===== src/rtl/ml_seq_ctrl.sv =====
// Sequencing controller for the 4x4 QPSK ML detector. It loads R and y_hat from a
// word stream, sweeps the 64 candidates, captures the LLRs and hands them downstream.
module ml_seq_ctrl #(
  parameter int DATA_WIDTH = 20,
  parameter int TIMEOUT    = 16
) (
  input  logic                          i_clk,
  input  logic                          i_rst_n,
  input  logic                          i_in_valid,
  output logic                          o_in_ready,
  input  logic [DATA_WIDTH-1:0]         i_in_data,
  input  logic                          i_in_is_r,
  output logic [16*DATA_WIDTH-1:0]      o_r,
  output logic [8*DATA_WIDTH-1:0]       o_y_hat,
  output logic                          o_det_enable,
  output logic [5:0]                    o_det_cnt,
  input  logic                          i_det_valid,
  input  logic [8*(DATA_WIDTH+2)-1:0]   i_llr,
  output logic                          o_out_valid,
  input  logic                          i_out_ready,
  output logic [8*(DATA_WIDTH+2)-1:0]   o_out_llr,
  output logic                          o_busy,
  output logic                          o_err
);

  localparam int DW = DATA_WIDTH;
  localparam int LW = 8 * (DATA_WIDTH + 2);
  localparam int TW = $clog2(TIMEOUT + 1);
  localparam logic [TW-1:0] TO_LAST = TW'(TIMEOUT - 1);

  typedef enum logic [2:0] {
    S_IDLE,
    S_LOAD_R,
    S_LOAD_Y,
    S_SWEEP,
    S_DRAIN,
    S_OUT
  } state_t;

  state_t           state_q, state_d;
  logic [3:0]       word_cnt_q, word_cnt_d;
  logic [5:0]       sweep_cnt_q, sweep_cnt_d;
  logic [TW-1:0]    to_cnt_q, to_cnt_d;
  logic [16*DW-1:0] r_q, r_d;
  logic [8*DW-1:0]  y_q, y_d;
  logic [LW-1:0]    llr_q, llr_d;
  logic             r_loaded_q, r_loaded_d;
  logic             err_q, err_d;

  always_ff @(posedge i_clk or negedge i_rst_n) begin
    if (!i_rst_n) begin
      state_q     <= S_IDLE;
      word_cnt_q  <= '0;
      sweep_cnt_q <= '0;
      to_cnt_q    <= '0;
      r_q         <= '0;
      y_q         <= '0;
      llr_q       <= '0;
      r_loaded_q  <= 1'b0;
      err_q       <= 1'b0;
    end else begin
      state_q     <= state_d;
      word_cnt_q  <= word_cnt_d;
      sweep_cnt_q <= sweep_cnt_d;
      to_cnt_q    <= to_cnt_d;
      r_q         <= r_d;
      y_q         <= y_d;
      llr_q       <= llr_d;
      r_loaded_q  <= r_loaded_d;
      err_q       <= err_d;
    end
  end

  always_comb begin
    state_d     = state_q;
    word_cnt_d  = word_cnt_q;
    sweep_cnt_d = sweep_cnt_q;
    to_cnt_d    = to_cnt_q;
    r_d         = r_q;
    y_d         = y_q;
    llr_d       = llr_q;
    r_loaded_d  = r_loaded_q;
    err_d       = 1'b0;

    unique case (state_q)
      S_IDLE: begin
        // The burst type is decided by the first word only; a y burst needs a loaded R.
        if (i_in_valid) begin
          if (i_in_is_r) begin
            r_d[DW-1:0] = i_in_data;
            word_cnt_d  = 4'd1;
            state_d     = S_LOAD_R;
          end else if (r_loaded_q) begin
            y_d[DW-1:0] = i_in_data;
            word_cnt_d  = 4'd1;
            state_d     = S_LOAD_Y;
          end else begin
            err_d = 1'b1;
          end
        end
      end

      S_LOAD_R: begin
        if (i_in_valid) begin
          r_d[int'(word_cnt_q)*DW +: DW] = i_in_data;
          word_cnt_d = word_cnt_q + 4'd1;
          if (word_cnt_q == 4'd15) begin
            r_loaded_d = 1'b1;
            state_d    = S_IDLE;
          end
        end
      end

      S_LOAD_Y: begin
        if (i_in_valid) begin
          y_d[int'(word_cnt_q[2:0])*DW +: DW] = i_in_data;
          word_cnt_d = word_cnt_q + 4'd1;
          if (word_cnt_q == 4'd7) begin
            word_cnt_d  = 4'd0;
            sweep_cnt_d = 6'd0;
            state_d     = S_SWEEP;
          end
        end
      end

      S_SWEEP: begin
        sweep_cnt_d = sweep_cnt_q + 6'd1;
        if (sweep_cnt_q == 6'd63) begin
          to_cnt_d = '0;
          state_d  = S_DRAIN;
        end
      end

      S_DRAIN: begin
        if (i_det_valid) begin
          llr_d   = i_llr;
          state_d = S_OUT;
        end else if (to_cnt_q == TO_LAST) begin
          err_d   = 1'b1;
          state_d = S_IDLE;
        end else begin
          to_cnt_d = to_cnt_q + TW'(1);
        end
      end

      S_OUT: begin
        if (i_out_ready) begin
          state_d = S_IDLE;
        end
      end

      default: state_d = S_IDLE;
    endcase
  end

  // Decoded from the state register so an async reset clears them at once.
  assign o_in_ready   = (state_q == S_IDLE) || (state_q == S_LOAD_R) || (state_q == S_LOAD_Y);
  assign o_det_enable = (state_q == S_SWEEP);
  assign o_det_cnt    = (state_q == S_SWEEP) ? sweep_cnt_q : 6'd0;
  assign o_out_valid  = (state_q == S_OUT);
  assign o_busy       = (state_q != S_IDLE);
  assign o_err        = err_q;
  assign o_r          = r_q;
  assign o_y_hat      = y_q;
  assign o_out_llr    = llr_q;

endmodule


===== config.mk =====
export PLATFORM = sky130hd
export DESIGN_NAME = ml_seq_ctrl
export DESIGN_NICKNAME = d
export VERILOG_FILES = /design/src/rtl/ml_seq_ctrl.sv
export SDC_FILE = /design/constraint.sdc
export NUM_CORES = 1
export LEC_CHECK = 0
export CAP_MARGIN = 15
export CORE_AREA = 2 2 338 340
export CTS_CLUSTER_DIAMETER = 150
export DETAILED_ROUTE_END_ITERATION = 16
export DIE_AREA = 0 0 340 342
export DONT_BUFFER_PORTS = 1
export PLACE_DENSITY = 0.51
export SYNTH_ARGS = -nofsm -noshare
export SYNTH_HDL_FRONTEND = slang
export SYNTH_SLANG_ARGS = --single-unit

===== constraint.sdc =====
create_clock -name i_clk -period 6 [get_ports i_clk]
set_input_delay 1.2 -clock i_clk [delete_from_list [all_inputs] [get_ports i_clk]]
set_output_delay 1.2 -clock i_clk [all_outputs]
set_load 0.01 [all_outputs]

==> metrics, run 1 <==
status=complete, but fails checks; failing checks=slew limit; Clock Skew=30.3 ps; final hold slack=260 ps; Total GRT Usage=22.4%; share of power burned in registers=approximately a third; Synth-to-Final Area Change=15.8%; crit path buf inv count=3; switching power share of the total=48.6%; CTS tree=built; layout cells sized above 1=35.4%; Inst Count DP=3954; H-Tree Depth=3; Clk pin slew, worst setup/hold paths=~60 ps; top_reg_cell synth=dfrtp_1; Initial Util=roughly 27%; final global-route overflow total=0; Clock Latency Late Sink=680 ps; DR WL/cell=32.9 um; pwr/cell area=685 mW/mm2; Least-Margin Pin Slew=1730 ps; cell area after layout=0.0358 mm2; hold-fix buffers at CTS=0; Die Span Y=342 um; final setup fails=0; Final Max Tran Viols=222; Post-Syn Area=0.0310 mm2; CP delay by family, top=simple AND/OR/NAND/NOR gates; power share of the combinational group=~45%; Max-slew headroom=-15.3%; worst path arrival time=5880 ps; Leak Pwr=16.2 nW; Yosys Warn Count=0; Psw=~12 mW; EDFF count, synth=0; postcts setup bufs=0; Final Hold Vio Count=0; Max VDD drop=385 uV; period utilisation layout=between 80% and 90%; FF+latch count, synth=676; DP Area=0.0330 mm2; 1st-iter DRT viols=2348; Final Non-Filler Cells=4106; Syn Area/Cell=between 10 and 15 um2; drt total wl=~140000 um; Post-Synthesis Cells=2482; Port Buffer Count=0; ys async rst share=100%; Seq/Total Area, Yosys=54.7%; clock share of power=a little over a fifth; min-delay worst type=primary input to asynchronous set/reset pin; CP max-delay cell=or4b_1; DP Worst Slack=878 ps; critical-path maximum fanout=18; Root Driver=clkbuf_16; cts repair resizes=0; full die area=roughly 0.12 mm2; FMAX=187 MHz; met1 wire length=50000 um; Post-DP HPWL=104000 um; CP cell instances=buf_4, ha_1, ha_1, fa_1, or4b_1, nor2_1, ha_1, buf_4, inv_1, a21oi_2, nand4_2, o32ai_2, mux2_2; vias in the first global route=22000; Pre-Repair DR Iteration Count=8; crit path capture type=flop; num rows=124; Crit path top cell by count=ha_1; critical path type=flop to flop; vias per cell=5.42; post-route ant nets=0; CTS Buffer Depth=3; drt drc=0; pin count of the biggest net entering global routing=677; Final nets=2739; crit start category=flop; CTS Sinks=~680; Pint=12.6 mW; min cycle time layout=around 5300 ps; CTS Buf Count=78; setup_tns=0 ps; unrepaired setup endpoints after global routing=false; first-pass GRT wire length=186000 um; syn nets=roughly 2700; # IOs=869; met2 WL=66500 um; Top Metal Used=met5; Req. time, crit path=6540 ps; Max Cap Viol=0; via count=about 22000; GPL Wtd Cong=0.970; DR WL met3=about 15000 um; die width=340 um; largest stage delay on the critical path=730 ps; synth unique cells=98; CORE AREA=0.113 mm2; setup ws final=656 ps; antenna violations before repair=8
## cell usage in the layout, fill, tap and decap left out, types with 11 or more instances in the layout
master / instances
dfrtp_1: 675
mux2_2: 627
nor2_1: 157
nand2_1: 142
o22ai_1: 98
buf_4: 91
clkbuf_16: 78
o21ai_0: 72
a21oi_1: 58
nand3_1: 53
nor3_1: 35
mux2i_1: 29
nand2b_1: 22
a31oi_1: 19
and3_1: 17
inv_1: 14
o22a_1: 14
a22o_1: 14
clkbuf_8: 14
and2_1: 13
nand4_1: 13
o21a_1: 13
ha_1: 13
clkinv_2: 13
or3_1: 12
clkbuf_1: 12
a21o_1: 11
a221o_1: 11
## area by class of cell
class	count	area, um2
fill	11500	77300
antenna	7	17.5
sequential	676	16900
clock inverter	41	604
inverter	17	63.8
multi-input combinational	1657	13500
timing repair buffer	92	703
tap	1512	1890
clock buffer	104	2190
## state kept, by name (all words and copies together), names as in the netlist
register,count
o_y_hat,160
to_cnt_q,5
o_r,320
state_q,3
o_out_llr,176
o_err,1
sweep_cnt_q,6
r_loaded_q,1
word_cnt_q,4
## cell usage after synthesis, types with 18 or more instances
| master | count | area [um2] |
|---|---|---|
| a21oi_1 | 59 | 295 |
| a31oi_1 | 19 | 119 |
| and3_1 | 18 | 113 |
| buf_2 | 22 | 110 |
| clkbuf_1 | 95 | 357 |
| dfrtp_1 | 676 | 16900 |
| mux2_2 | 627 | 7060 |
| mux2i_1 | 33 | 330 |
| nand2_1 | 142 | 533 |
| nand2b_1 | 22 | 138 |
| nand3_1 | 53 | 265 |
| nor2_1 | 157 | 589 |
| nor3_1 | 35 | 175 |
| o21ai_0 | 72 | 360 |
| o22ai_1 | 99 | 619 |
## metal layers
layer | track usage, % | vias to the layer above
li1 | - | 9249
met3 | 7.83 | 247
met1 | 26.6 | 11500
met5 | 0 | -
met4 | 7.11 | 2
met2 | 38.0 | 1214
## power by group through the flow
stage          registers, mW  logic (mW)  clock network, mW
3_5_place_dp            8.54        10.8                  0
5_1_grt                 8.58        11.5               5.50
3_3_place_gp            8.56        10.7                  0
6_report                8.43        10.9               5.19
4_1_cts                 8.49        10.8               5.33
2_1_floorplan           7.59        6.43                  0
## per-stage QoR
step	power [mW]	utilization, %
2_1_floorplan	14.0	-
3_3_place_gp	19.2	29.2
6_report	24.6	31.7
5_1_grt	25.6	31.7
4_1_cts	24.6	31.7
3_5_place_dp	19.3	29.2
## worst paths after layout
kind                                     from        endpoint  slack, ps  cells after the start
worst max-delay path            word_cnt_q[2]        o_r[143]        660                     13
max in group asynchronous             i_rst_n  sweep_cnt_q[1]       4370                      0
worst min register to register    to_cnt_q[4]     to_cnt_q[4]        490                      2
worst max register to register  word_cnt_q[2]        o_r[143]        660                     13
min in group i_clk                to_cnt_q[4]     to_cnt_q[4]        490                      2
worst min-delay path                  i_rst_n   o_out_llr[82]        260                      0
## kinds of logic (layout without fill, tap and decap cells)
kind of cell / Yosys count / count (layout) / synth area share [%]
AND/OR/NAND/NOR: 541 / 541 / 8.69
XOR/XNOR: 13 / 13 / 0.441
AO/OA/AOI/OAI: 423 / 423 / 9.52
other: 0 / 7 / 0
flip-flops: 676 / 676 / 54.7
buffers and inverters: 149 / 254 / 2.01
adder cells (fa/ha/maj): 15 / 15 / 0.631
multiplexers: 665 / 665 / 24.1
(Power assumes the default switching activity.)
==> inputs of run 2 (changes only) <==
==> constraint.sdc (replaced) <==
create_clock -name i_clk -period 5.3 [get_ports i_clk]
set_input_delay 1.06 -clock i_clk [delete_from_list [all_inputs] [get_ports i_clk]]
set_output_delay 1.06 -clock i_clk [all_outputs]
set_load 0.01 [all_outputs]
==> run 2 against run 1 <==
Net effect:
- sequential power grew 13%
- count of clock-buffer cells in the layout is 6 higher
- final cell count up 0.58%
- critical path type unchanged
- combinational power grew 18%
- clock skew increased by 4.7 ps
- flip-flop and latch count unchanged
- worst hold slack got worse by 130 ps
- cell area decreased by 0.18%
- highest routed layer unchanged
- first-iteration DRC count fell by 13%
- sequential share of layout area increased by 0.086 points
- worst setup slack gained 1.6 ps
- the flow still finishes with violations (slew limit)
==> metrics, run 2 (same netlist as run 1, synthesis figures left out) <==
switching power share of the total=49.1% (+0.42 points); antenna violations before repair=10 (+2); drt drc=0 (unchanged); first-pass GRT wire length=185000 um (-0.21%); Least-Margin Pin Slew=2760 ps (+1030 ps); final setup fails=0 (unchanged); Max VDD drop=407 uV (+5.7%); Port Buffer Count=0 (unchanged); min-delay worst type=primary input to asynchronous set/reset pin; FMAX=215 MHz (+15%); CTS Sinks=676 (unchanged); Root Driver=clkbuf_16; Req. time, crit path=5850 ps (-690 ps); failing checks=slew limit; Synth-to-Final Area Change=15.6%; Final Hold Vio Count=0 (unchanged); Final Non-Filler Cells=4130 (+0.58%); Final Max Tran Viols=439 (+98%); hold-fix buffers at CTS=0 (unchanged); vias in the first global route=21700 (-1.2%); num rows=124 (unchanged); clock share of power=19.3% (-1.8 points); # IOs=869 (unchanged); post-route ant nets=0 (unchanged); CTS Buf Count=77 (-1.3%); commonest non-fill, non-tap cell in the layout=dfrtp_1; Clock Latency Late Sink=660 ps (-20 ps); full die area=0.116 mm2 (unchanged); Pint=14.1 mW (+12%); power share of the combinational group=46.4% (+1.9 points); postcts setup bufs=0 (unchanged); setup_tns=0 ps (unchanged); Die Span Y=342 um (unchanged); Initial Util=27.4% (unchanged); Clk pin slew, worst setup/hold paths=60 ps (about the same); crit start category=flop; final hold slack=134 ps (-126 ps); CORE AREA=0.113 mm2 (unchanged); status=complete, but fails checks; Total GRT Usage=22.5% (+0.090 points); layout cells sized above 1=35.7% (+0.34 points); share of power burned in registers=34.3% (about the same); critical-path maximum fanout=14 (-4); via count=22300 (+0.13%); critical path type=flop to flop; Leak Pwr=16.2 nW (about the same); reg-to-reg slack, setup=660 ps (about the same); DR WL/cell=33.0 um (+0.17%); CTS tree=built; vias per cell=5.40 (-0.46%); cts repair resizes=0 (unchanged); most frequent cells in the layout=dfrtp_1 (675), mux2_2 (627), nor2_1 (157), nand2_1 (142), buf_4 (123); Final nets=2770 (+1.1%); period utilisation layout=87.6% (-1.5 points); CTS Buffer Depth=3 (unchanged); GPL Wtd Cong=0.973 (+0.31%); die width=340 um (unchanged); crit path capture type=flop; H-Tree Depth=3 (unchanged); Post-DP HPWL=105000 um (+1.0%); max FFs per register=320 (unchanged); Clock Skew=35.0 ps (+4.68 ps); Pre-Repair DR Iteration Count=5 (-3); Inst Count DP=3986 (+0.81%); worst path arrival time=5190 ps (-690 ps); drt total wl=136000 um (+0.76%); pin count of the biggest net entering global routing=677 (unchanged); min cycle time layout=4640 ps (-702 ps); unrepaired setup endpoints after global routing=false; pwr/cell area=776 mW/mm2 (+13%); Max Cap Viol=0 (unchanged); Psw=13.6 mW (+14%); Max-slew headroom=-84.0% (-69 points); 1st-iter DRT viols=2041 (-13%); final global-route overflow total=0 (unchanged)
run 2: cell count changes in the layout (fill, tap and decap cells not counted), moves of 4 or more:
| cell | change |
|---|---|
| buf_4 | +32 |
| bufinv_16 | -7 |
| clkbuf_1 | +8 |
| inv_6 | -4 |
run 2: cell type report:
cell class / count / area [um2]
Clock buffer: 110 / 2190
Multi-Input combinational cell: 1657 / 13500
Timing Repair Buffer: 124 / 943
Clock inverter: 29 / 302
Sequential cell: 676 / 16900
Antenna cell: 5 / 12.5
Tap cell: 1512 / 1890
Inverter: 17 / 63.8
Fill cell: 11400 / 77300
run 2: per-layer routing:
metal  track usage, %  up-vias  part of all wire [%]
met4             7.73        2                   3.7
met1             26.7    11600                    37
met2             37.4     1150                    48
met3             8.39      241                    10
met5                0        -                0.0051
li1                 -     9299                     -
run 2: final timing paths:
check                      cells after the start     endpoint          start
setup / recovery                              11     o_r[266]  word_cnt_q[1]
hold / removal                                 0     o_r[116]        i_rst_n
setup reg to reg                              11     o_r[266]  word_cnt_q[1]
hold reg to reg                                2  to_cnt_q[4]    to_cnt_q[4]
max in group asynchronous                      0     o_r[168]        i_rst_n
min in group i_clk                             2  to_cnt_q[4]    to_cnt_q[4]
run 2: critical path, stage by stage (launching register included):
cell       delay, ps
dfrtp_1          380
ha_1             300
ha_1             210
fa_1             660
or4b_1           600
nor2_1           120
ha_1             260
inv_1            150
nor3_2           400
nand2b_1         440
a2111oi_4        610
mux2_2           380
run 2: through the flow:
stage	worst slack (ps)	power, mW	utilization (%)	area, um2
global route	385	28.9	31.6	35800
CTS	718	27.8	31.6	35800
floorplan	1020	15.9	-	31000
global placement	833	22.2	29.4	33300
finish	658	27.8	31.6	35800
detailed placement	712	22.3	29.4	33300
run 2: power groups by stage:
stage / clock network, mW / registers, mW / logic (mW)
detailed placement: 0 / 9.64 / 12.7
floorplan: 0 / 8.60 / 7.28
global placement: 0 / 9.66 / 12.6
finish: 5.36 / 9.54 / 12.9
global route: 5.69 / 9.69 / 13.5
CTS: 5.51 / 9.59 / 12.7
